--- src/rtl/spi_slave.sv ---
// Mode-0 SPI slave: the external SCK/CS_N/MOSI are synchronised and oversampled in sys_clk, with a one-entry tx holding buffer.
// Latency: rx_valid comes 3 sys_clk after the last SCK rise at the pin; there is no rx backpressure, and tx_ready drops while the buffer is full.
module spi_slave #(
    parameter int DATA_W = 8
) (
    input  logic              sys_clk,
    input  logic              rst,
    input  logic              spi_sck,
    input  logic              spi_cs_n,
    input  logic              spi_mosi,
    output logic              spi_miso,
    output logic              spi_miso_oe,
    input  logic [DATA_W-1:0] tx_data,
    input  logic              tx_valid,
    output logic              tx_ready,
    output logic [DATA_W-1:0] rx_data,
    output logic              rx_valid,
    output logic              tx_underrun
);
    localparam int CNT_W = $clog2(DATA_W) + 1;
    localparam logic [CNT_W-1:0] LAST_BIT = CNT_W'(DATA_W - 1);

    typedef enum logic {IDLE, ACTIVE} state_t;

    state_t             state_q, state_d;
    logic [2:0]         sck_q, cs_q;
    logic [1:0]         mosi_q;
    logic [1:0]         prime;
    logic               armed;
    logic               buf_full;
    logic [DATA_W-1:0]  buf_dat;
    logic [DATA_W-1:0]  tx_sh;
    logic [DATA_W-1:0]  rx_sh;
    logic [DATA_W-1:0]  rx_next;
    logic [CNT_W-1:0]   bit_cnt;
    logic               reload;
    logic               sck_rise, sck_fall, cs_rise, cs_fall;
    logic               start, load, wr;

    always_ff @(posedge sys_clk or posedge rst) begin
        if (rst) begin
            sck_q  <= 3'b000;
            cs_q   <= 3'b111;
            mosi_q <= 2'b00;
        end else begin
            sck_q  <= {sck_q[1:0], spi_sck};
            cs_q   <= {cs_q[1:0], spi_cs_n};
            mosi_q <= {mosi_q[0], spi_mosi};
        end
    end

    assign sck_rise = sck_q[1] & ~sck_q[2];
    assign sck_fall = ~sck_q[1] & sck_q[2];
    assign cs_rise  = cs_q[1] & ~cs_q[2];
    assign cs_fall  = ~cs_q[1] & cs_q[2];
    assign rx_next  = {rx_sh[DATA_W-2:0], mosi_q[1]};

    // The synchroniser holds its reset value for two cycles, so CS_N can only
    // arm the slave once it really reflects the pin.
    always_ff @(posedge sys_clk or posedge rst) begin
        if (rst) begin
            prime <= 2'b00;
            armed <= 1'b0;
        end else begin
            prime <= {prime[0], 1'b1};
            if (prime[1] && cs_q[1])
                armed <= 1'b1;
        end
    end

    always_ff @(posedge sys_clk or posedge rst) begin
        if (rst) state_q <= IDLE;
        else     state_q <= state_d;
    end

    always_comb begin
        state_d = state_q;
        start   = 1'b0;
        case (state_q)
            IDLE: begin
                if (cs_fall && armed) begin
                    state_d = ACTIVE;
                    start   = 1'b1;
                end
            end
            ACTIVE: begin
                if (cs_rise)
                    state_d = IDLE;
            end
            default: state_d = IDLE;
        endcase
    end

    assign wr   = tx_valid && !buf_full;
    assign load = start || (state_q == ACTIVE && !cs_rise && sck_fall && reload);

    always_ff @(posedge sys_clk or posedge rst) begin
        if (rst) begin
            buf_full    <= 1'b0;
            buf_dat     <= '0;
            tx_sh       <= '0;
            rx_sh       <= '0;
            rx_data     <= '0;
            rx_valid    <= 1'b0;
            tx_underrun <= 1'b0;
            bit_cnt     <= '0;
            reload      <= 1'b0;
        end else begin
            rx_valid    <= 1'b0;
            tx_underrun <= 1'b0;
            if (load) begin
                if (buf_full) begin
                    tx_sh    <= buf_dat;
                    buf_full <= 1'b0;
                end else begin
                    tx_sh       <= '0;
                    tx_underrun <= 1'b1;
                end
            end
            // A write only happens into an empty buffer, so it never races a drain.
            if (wr) begin
                buf_full <= 1'b1;
                buf_dat  <= tx_data;
            end
            if (start || (state_q == ACTIVE && cs_rise)) begin
                bit_cnt <= '0;
                reload  <= 1'b0;
            end else if (state_q == ACTIVE) begin
                if (sck_rise) begin
                    rx_sh <= rx_next;
                    if (bit_cnt == LAST_BIT) begin
                        rx_data  <= rx_next;
                        rx_valid <= 1'b1;
                        bit_cnt  <= '0;
                        reload   <= 1'b1;
                    end else begin
                        bit_cnt <= bit_cnt + 1'b1;
                    end
                end
                if (sck_fall) begin
                    if (reload) reload <= 1'b0;
                    else        tx_sh  <= tx_sh << 1;
                end
            end
        end
    end

    assign tx_ready    = !buf_full;
    assign spi_miso_oe = (state_q == ACTIVE);
    assign spi_miso    = (state_q == ACTIVE) ? tx_sh[DATA_W-1] : 1'b0;

endmodule
--- config.mk ---
export PLATFORM = sky130hd
export DESIGN_NAME = spi_slave
export DESIGN_NICKNAME = d
export VERILOG_FILES = /design/src/rtl/spi_slave.sv
export SDC_FILE = /design/constraint.sdc
export NUM_CORES = 1
export LEC_CHECK = 0
export CAP_MARGIN = 20
export CORE_UTILIZATION = 49
export DETAILED_ROUTE_END_ITERATION = 8
export GPL_ROUTABILITY_DRIVEN = 0
export PLACE_DENSITY = 0.75
export SETUP_SLACK_MARGIN = 0.4
export SYNTH_ARGS = -nofsm -noshare
export SYNTH_HDL_FRONTEND = slang
export SYNTH_SLANG_ARGS = --single-unit
--- constraint.sdc ---
create_clock -name sys_clk -period 1.7 [get_ports sys_clk]
set_input_delay 0.425 -clock sys_clk [delete_from_list [all_inputs] [get_ports sys_clk]]
set_output_delay 0.425 -clock sys_clk [all_outputs]
set_load 0.05 [all_outputs]
# --- Word-level counts from Yosys, hierarchy flattened ---
# Cells that the tools add are included.
totals:
  out_inout_bits: 13
  wordCells: 73
  memories: 0
  romBits: 0
  latchBits: 0
  input_bits: 14
  ff_bits: 51
  ram_bits: 0
op_classes:
  shift: 0
  n_div: 0
  bitwise_logic: 10
  mul: 0
  add_sub_neg: 1
  n_eq_ne: 1
  magnitude_cmp: 0
  n_reduce_logical: 17
  n_mux: 29
op_table:
  columns: ["operator", "count"]
  rows:
  - ["$mux W8", 6]
  - ["$mux W1", 18]
  - ["$mux W4", 4]
  - ["$logic_and A1 B1 Y1", 7]
  - ["$not A1 Y1", 6]
  - ["$reduce_bool A2 Y1", 3]
  - ["$add A4 B1 Y4 const B", 1]
  - ["$and A1 B1 Y1", 4]
  - ["$eq A4 B3 Y1 const B", 1]
  - ["$reduce_and A4 Y1", 1]
  - ["$reduce_and A3 Y1", 1]
  - ["$logic_not A1 Y1", 2]
  - ["$logic_or A1 B1 Y1", 2]
  - ["$pmux W1 S2", 1]
  - ["$reduce_and A2 Y1", 1]

# --- Logic depth before layout (Yosys ltp) ---
# Gate-level depths: netlist of run 1.
depth:
  ltp_word: 12
  depth_mapped: 5
  ltp_nobuf: 5

# --- Worst setup path after synthesis of run 1 ---
# Ideal clock, no wire load.
synth_timing:
  path_kind: "register -> output"
  startpoint: "reg state_q (netlist: spi_miso_oe)"
  endpoint: "out spi_miso"
  stages_incl_launch_ff: 3
  arrival_ns: 1.374
  path_buffers: 1
  slack_ns: -0.099
  cell_sequence: "dfrtp_1 > buf_2 > and2_1"
synth_via:
  elab_chain_len: 1
synth_rtl:
  columns: ["element", "line", "text"]
  rows:
  - ["from (decl)", "25", "state_t state_q, state_d;"]
  - ["from (signal assigned)", "73", "else state_q <= state_d;"]
  - ["$mux W1", "150", "assign spi_miso = (state_q == ACTIVE) ? tx_sh[DATA_W-1] : 1'b0;"]
  - ["to (decl)", "11", "output logic spi_miso,"]
# No other way between the ends.

# --- Final worst setup path of run 1 ---
layout_timing:
  startpoint: "reg state_q (netlist: spi_miso_oe)"
  endpoint: "reg tx_sh[0]"
layout_via:
  elab_chain_len: 9
  word_cells_on_any_way: 12
  classes_between: "6 x mux; 6 x reduce/logical"
layout_rtl:
  columns: ["element", "line", "text"]
  rows:
  - ["$logic_and A1 B1 Y1 (3 in series)", "95", "assign load = start || (state_q == ACTIVE && !cs_rise && sck_fall && reload);"]
  - ["$logic_or A1 B1 Y1", "95", null]
  - ["$mux W8", "111", "if (load) begin"]
  - ["$mux W8", "141", "if (reload) reload <= 1'b0;"]
  - ["$mux W8", "140", "if (sck_fall) begin"]
  - ["$mux W8", "128", "end else if (state_q == ACTIVE) begin"]
  - ["$mux W8 *", "125", "if (start || (state_q == ACTIVE && cs_rise)) begin"]
  - ["to (signal assigned)", "113", "tx_sh <= buf_dat;"]
  - ["to (signal assigned)", "142", "else tx_sh <= tx_sh << 1;"]
  - ["to (decl)", "32", "logic [DATA_W-1:0] tx_sh;"]
# Mark *: on every way between the ends. The rest lies on a longest branch, timed or not.
# A chain may end at the register's enable or synchronous reset.

==> run summary, run 1 <==
- status: finished, final reports clean
- insertion delay of the later-clocked pin in the worst-skew pair: 300 ps
- CORE AREA: 0.004086 mm^2
- via-per-instance ratio: 5.298
- async set-or-reset flop fraction in the synthesized netlist: 100.0%
- Yosys top cell area share: 56.17%
- antenna diode count: 0
- synth-to-layout area growth: 37.33%
- kind of path behind the tightest hold check: flip-flop to flip-flop
- initial antenna violation count: 0
- Detailed Place HPWL: 2578 um
- register-to-register setup slack: 200 ps
- library cell contributing the largest single delay on the critical path: sky130_fd_sc_hd__dfrtp_2
- via count: 1510
- fmax: 668.7 MHz
- CP Launch Type: flip-flop
- Port-buffer cells: 26
- most repeated cell in the gate-level netlist after synthesis: sky130_fd_sc_hd__dfrtp_1
- Final Slew Violations: 0
- initial core utilization: 52.33%
- Post-Route WL: 4355 um
- sequential area share after synthesis: 59.86%
- final hold viol count: 0
- x dimension of the die: 68.06 um
- number of I/O pins: 27
- main area contributors after synthesis: sky130_fd_sc_hd__dfrtp_1 56%, sky130_fd_sc_hd__nand2_1 6.7%, sky130_fd_sc_hd__mux2_4 5.6%
- startpoint of the most critical hold path: prime[0]
- dominant register cell in the synthesized netlist: sky130_fd_sc_hd__dfrtp_1
- Peak VDD IR: 582.2 uV
- number of synthesis warnings: 0
- final number of setup-violating endpoints: 0
- total routing usage reported by global routing: 19.57%
- category of the critical setup timing path: flip-flop to flip-flop
- final sum of negative setup slack: 0 ps
- Post-Syn Area: 0.002138 mm^2
- Clock Tree Buf Depth: 2
- worst clock skew on the final layout: 7.027 ps
- vias in the first global route: 1489
- count of cells along the worst hold path: 0
- mean instance size in the synthesized netlist: 12.08 um^2
- worst reg2reg endpoint: tx_sh[0]
- post-placement setup slack: 38.41 ps
- Inserted Clock Buffers: 5
- crit path capture type: flip-flop
- depth of the worst register-to-register path: 6
- number of remaining DRC errors: 0
- data arrival time at the worst-slack endpoint: 1730 ps
- Max H-tree Level: 2
- maximum number of pins on one net before global-route repair: 37
- Syn Inst Count: 177
- clk root buf: sky130_fd_sc_hd__clkbuf_8
- net count of the mapped netlist: 192
- antenna-violating nets left: 0
- final critical-path setup slack: 204.6 ps
- WHS Endpoint: prime[1]
- first-pass GRT wire length: 6665 um
- Synth top cells by count: 48 x sky130_fd_sc_hd__dfrtp_1, 38 x sky130_fd_sc_hd__nand2_1, 16 x sky130_fd_sc_hd__o211ai_1, 8 x sky130_fd_sc_hd__mux2_2, 8 x sky130_fd_sc_hd__mux2_4
- count of fill cells added during filler insertion: 275
- hold_buf cts: 0
- placement row count: 23
- global route overflow: 0
- CP max FO: 9
- number of clock sinks: 51
- number of synthesized register bits: 51
- die area: 0.004632 mm^2
- CTS tree: built
- cells along the critical path: buf_6 > nand4b_1 > a21oi_2 > buf_6 > or3b_1 > a21oi_2
- 1st-pass router iterations: 4
- Static Leak: 1.423 nW
- Tmin final: 1495 ps
- count of max-cap constraint violations: 0
- register area: 0.001282 mm^2
- wire length per cell after detailed routing: 15.28 um
- power per cell area: 1119 mW/mm^2
- delay of the slowest cell on the worst path: 440 ps
- source of the worst register-to-register timing path: spi_miso_oe
- fraction of layout cells with a size suffix above 1: 41.28%
- startpoint of the worst setup timing path: spi_miso_oe
- Worst-path clk slew: 90 ps
- number of unique standard cell types used by synthesis: 39
- number of nets in the finished design: 250
- data required time at the worst endpoint: 1940 ps
- post-route clock period utilization: 87.96%
- violation count after the first detailed-routing iteration: 68
- cell accounting for the most synthesized area: sky130_fd_sc_hd__dfrtp_1
- die span in y: 68.06 um
- RSZ-0062 raised after global routing: true
- count of flip-flops with a built-in enable after synthesis: 0
- multi-input logic area: 884.6 um^2
-- layout by cell type (no fill, tap or decap), drive strengths merged, types with 2 or more instances in the layout --
cell / count
a21o: 4
a21oi: 4
and2b: 2
and3: 3
and3b: 2
buf: 46
clkbuf: 6
clkdlybuf4s50: 12
dfrtp: 48
dfstp: 3
inv: 2
mux2: 16
nand2: 39
nand4b: 2
nor2: 6
nor2b: 2
nor3: 2
o211ai: 16
o21a: 2
-- worst max path at each step --
stage / to / depth (start not counted) / slack (ps)
final: tx_sh[0] / 6 / 200
after global placement: buf_dat[5] / 4 / 80
after detailed placement: buf_dat[0] / 4 / 40
after global routing: tx_sh[0] / 6 / 150
after CTS: tx_sh[0] / 6 / 230
after floorplan: spi_miso / 2 / 70
-- worst max-delay path: cells and delay by family, from the launching register on --
family	cells	cell delay, ps
compound gates	2	210
simple gates	2	510
buf+inv	2	270
flops	1	440
-- metrics by stage --
step | util [%] | area (um^2) | hold WS, ps | instances | power [mW]
2_1_floorplan | - | 2157 | 331.2 | 177 | 2.128
3_3_place_gp | 60.72 | 2481 | 333.9 | 250 | 2.339
3_5_place_dp | 60.72 | 2481 | 341.2 | 250 | 2.388
4_1_cts | 67.51 | 2759 | 359.3 | 271 | 3.234
5_1_grt | 71.86 | 2937 | 367.3 | 285 | 3.437
6_report | 71.86 | 2937 | 356.8 | 285 | 3.287
-- power breakdown --
group / leakage (nW) / internal (mW) / total, mW / switching (mW)
clock network: 0.0470 / 0.320 / 0.692 / 0.372
registers: 0.641 / 1.49 / 1.68 / 0.184
logic: 0.735 / 0.517 / 0.916 / 0.399
total: 1.42 / 2.33 / 3.29 / 0.956
-- cell families after synthesis --
group / Yosys count / share of synthesized area, %
buffers and inverters: 11 / 2.750
AOI/OAI and AO/OA: 30 / 10.18
DFF: 51 / 59.86
xor gates and xnor gates: 1 / 0.4097
other: 1 / 0.1754
and+or+nand+nor: 66 / 16.21
adders and majority gates: 1 / 0.5850
muxes: 16 / 9.831
-- area by class of cell --
cell class	instances	share of cell area (%)
clock buffers	6	2.812
multi-input cells	115	30.12
clock inverters	1	0.1704
repair buffers	59	20.58
flip-flops and latches	51	43.67
inverters	3	0.5113
well taps	50	2.130
-- repair_timing --
item | 4_1_cts | 5_1_grt
gates resized for setup | 28 | 19
pin swaps | 3 | 18
gates cloned | 1 | 0
endpoints found under the setup margin | 48 | 50
setup buffers | 13 | 14
-- per-layer routing --
metal	vias to the layer above	wire (um)	part of all wire (%)	GRT usage [%]
li1	724	-	-	-
met1	761	1898	44	23.97
met2	19	2292	53	33.46
met3	6	105	2.4	4.500
met4	0	59	1.4	7.031
met5	-	0	0	0
-- state kept, by name (all words and copies together), names as in the netlist --
name and flops:
buf_dat 8, rx_data 8, tx_sh 8, rx_sh 7, bit_cnt 4, cs_q 3
sck_q 3, mosi_q 2, prime 2, armed 1, buf_full 1, reload 1
rx_valid 1, spi_miso_oe 1, tx_underrun 1
Note: power is estimated with default switching activity, not from simulation.
==> run 2: changes to the inputs <==
--- a/config.mk
+++ b/config.mk
@@ -6,11 +6,11 @@
 export NUM_CORES = 1
 export LEC_CHECK = 0
 export CAP_MARGIN = 20
-export CORE_UTILIZATION = 49
+export CORE_UTILIZATION = 52
 export DETAILED_ROUTE_END_ITERATION = 8
-export GPL_ROUTABILITY_DRIVEN = 0
-export PLACE_DENSITY = 0.75
+export PLACE_DENSITY = 0.76
 export SETUP_SLACK_MARGIN = 0.4
+export SLEW_MARGIN = 5
 export SYNTH_ARGS = -nofsm -noshare
 export SYNTH_HDL_FRONTEND = slang
 export SYNTH_SLANG_ARGS = --single-unit
==> constraint.sdc (replaced) <==
create_clock -name sys_clk -period 1.9 [get_ports sys_clk]
set_input_delay 0.475 -clock sys_clk [delete_from_list [all_inputs] [get_ports sys_clk]]
set_output_delay 0.475 -clock sys_clk [all_outputs]
set_load 0.05 [all_outputs]
==> run 2 against run 1 <==
Compared with the run above: first-iteration DRC count up 32%; sequential share of layout area up 4.9 points; core utilization down 2.3 points; combinational power down 27%; register-to-register slack better by 170 ps; sequential power down 11%; clock skew down 1.1 ps; power down 17%; largest cell class unchanged.
==> run summary, run 2 (synthesis gave the netlist of run 1 again) <==
- final hold viol count: 0, unchanged
- final sum of negative setup slack: 0 ps, unchanged
- GR Layer Usage met3: 4.138%, -0.36 points
- final critical-path setup slack: 375.9 ps, +171.3 ps
- Detailed Place HPWL: 2726 um, +5.7%
- kind of path behind the tightest hold check: flip-flop to flip-flop
- power per cell area: 1038 mW/mm^2, -7.2%
- violation count after the first detailed-routing iteration: 90, +32%
- initial antenna violation count: 0, unchanged
- vias in the first global route: 1427, -4.2%
- combinational share of power: 24.3%, -3.6 points
- Inserted Clock Buffers: 5, unchanged
- first-pass GRT wire length: 6216 um, -6.7%
- post-placement setup slack: 183.6 ps, +145.2 ps
- wire length per cell after detailed routing: 14.85 um, -2.8%
- library cell contributing the largest single delay on the critical path: sky130_fd_sc_hd__dfrtp_2
- insertion delay of the later-clocked pin in the worst-skew pair: 300 ps, about the same
- CP Launch Type: flip-flop
- count of max-cap constraint violations: 0, unchanged
- multi-input logic area: 833.3 um^2, -5.8%
- sum of internal, switching and leakage power: 2.744 mW, -17%
- Clock Tree Buf Depth: 2, unchanged
- number of buffers and inverters on the critical path: 2, unchanged
- total routing usage reported by global routing: 19.40%, -0.17 points
- final instance area: 0.002643 mm^2, -10%
- delay of the slowest cell on the worst path: 430 ps, about the same
- placement row count: 22, -4.3%
- synth-to-layout area growth: 23.58%
- Hold Slack: 352.7 ps, -4.071 ps
- fraction of layout cells with a size suffix above 1: 31.16%, -10 points
- category of the critical setup timing path: flip-flop to flip-flop
- 1st-pass router iterations: 4, unchanged
- number of I/O pins: 27, unchanged
- hold_buf cts: 0, unchanged
- global route overflow: 0, unchanged
- Peak VDD IR: 596.1 uV, +2.4%
- clk root buf: sky130_fd_sc_hd__clkbuf_8
- Port-buffer cells: 26, unchanged
- CORE AREA: 0.003799 mm^2, -7.0%
- die span in y: 66.13 um, -2.8%
- Worst-path clk slew: 80 ps, about the same
- post-route clock period utilization: 80.22%, -7.7 points
- Post-Route WL: 3905 um, -10%
- number of clock sinks: 51, unchanged
- GR Layer Usage met1: 22.55%, -1.4 points
- fmax: 656.1 MHz, -1.9%
- Tmin final: 1524 ps, +28.70 ps
- number of remaining DRC errors: 0, unchanged
- register area: 0.001282 mm^2, unchanged
- largest registers: buf_dat (8), rx_data (8), tx_sh (8)
- cells along the critical path: buf_4 > nand4b_1 > a21oi_2 > buf_4 > or3b_1 > a21oi_2
- Final Slew Violations: 0, unchanged
- Internal Pwr Total: 1.937 mW, -17%
- count of fill cells added during filler insertion: 275, unchanged
- commonest cells after routing, fill and taps aside: 46 x sky130_fd_sc_hd__dfrtp_1, 38 x sky130_fd_sc_hd__nand2_1, 21 x sky130_fd_sc_hd__buf_4
- via count: 1407, -6.8%
- x dimension of the die: 66.13 um, -2.8%
- RSZ-0062 raised after global routing: true
- switching power as a share of total power: 29.41%, +0.32 points
- relative contribution of the clock network to total power: 21.2%, about the same
- crit path capture type: flip-flop
- die area: 0.004373 mm^2, -5.6%
- data arrival time at the worst-slack endpoint: 1750 ps, +20 ps
- final number of setup-violating endpoints: 0, unchanged
- cell family contributing the most delay on the critical path: simple AND/OR/NAND/NOR gates
- total placed instance area: 0.002471 mm^2, -0.40%
- worst clock skew on the final layout: 5.927 ps, -1.100 ps
- met2 Usage GRT: 34.82%, +1.4 points
- GR peak layer: met2
- data required time at the worst endpoint: 2130 ps, +190 ps
- sequential fraction of design power: 54.5%, +3.4 points
- number of nets in the finished design: 229, -8.4%
- sw power: 0.8071 mW, -16%
- antenna-violating nets left: 0, unchanged
- status: finished, final reports clean
- Max H-tree Level: 2, unchanged
- most common library cell in the layout ignoring fill and taps: sky130_fd_sc_hd__dfrtp_1
- via-per-instance ratio: 5.350, +0.97%
- CP max FO: 7, -2
- CTS tree: built
- placer's final routability congestion estimate: 0.8204
- maximum number of pins on one net before global-route repair: 22, -41%
- antenna diode count: 0, unchanged
- Static Leak: 1.259 nW, -12%
- initial core utilization: 56.29%, +4.0 points
## run 2: timing repair
item	4_1_cts	5_1_grt
pin swaps	2	2
resized for setup	7	7
setup buffers	6	0
cloned	1	0
endpoints found under the hold margin	0	0
setup endpoints to repair	19	22
## run 2: area by class of cell
class | count | area share (%)
clock inverter | 3 | 0.5682
tap | 48 | 2.273
inverter | 3 | 0.5682
clock buffer | 5 | 2.604
timing repair buffer | 38 | 13.92
multi-input combinational | 115 | 31.53
sequential | 51 | 48.53
## run 2: stage by stage
stage / util (%) / instances
after floorplan: - / 177
after global placement: 65.05 / 248
after detailed placement: 65.05 / 248
after CTS: 68.91 / 263
after global routing: 69.57 / 263
final: 69.57 / 263
## run 2: per-layer routing
| metal | vias to the layer above | part of all wire, % |
|---|---|---|
| met2 | 19 | 52 |
| met1 | 706 | 44 |
| li1 | 678 | - |
| met4 | 0 | 0.90 |
| met3 | 4 | 2.8 |
| met5 | - | 0 |
## run 2: worst paths after layout
kind | cells past startpoint | from | endpoint | slack, ps
max reg2reg | 6 | spi_miso_oe | tx_sh[0] | 380
max | 6 | spi_miso_oe | tx_sh[0] | 380
min reg2reg | 0 | prime[0] | prime[1] | 350
min | 0 | prime[0] | prime[1] | 350
min in group asynchronous | 2 | rst | tx_sh[0] | 530
max in group asynchronous | 3 | rst | cs_q[2] | 850
## run 2: power by group through the flow
stage / clock (mW) / sequential (mW) / combinational [mW]
6_report: 0.582 / 1.49 / 0.668
3_3_place_gp: 0 / 1.53 / 0.561
4_1_cts: 0.608 / 1.49 / 0.666
5_1_grt: 0.638 / 1.52 / 0.733
3_5_place_dp: 0 / 1.55 / 0.590
2_1_floorplan: 0 / 1.47 / 0.420
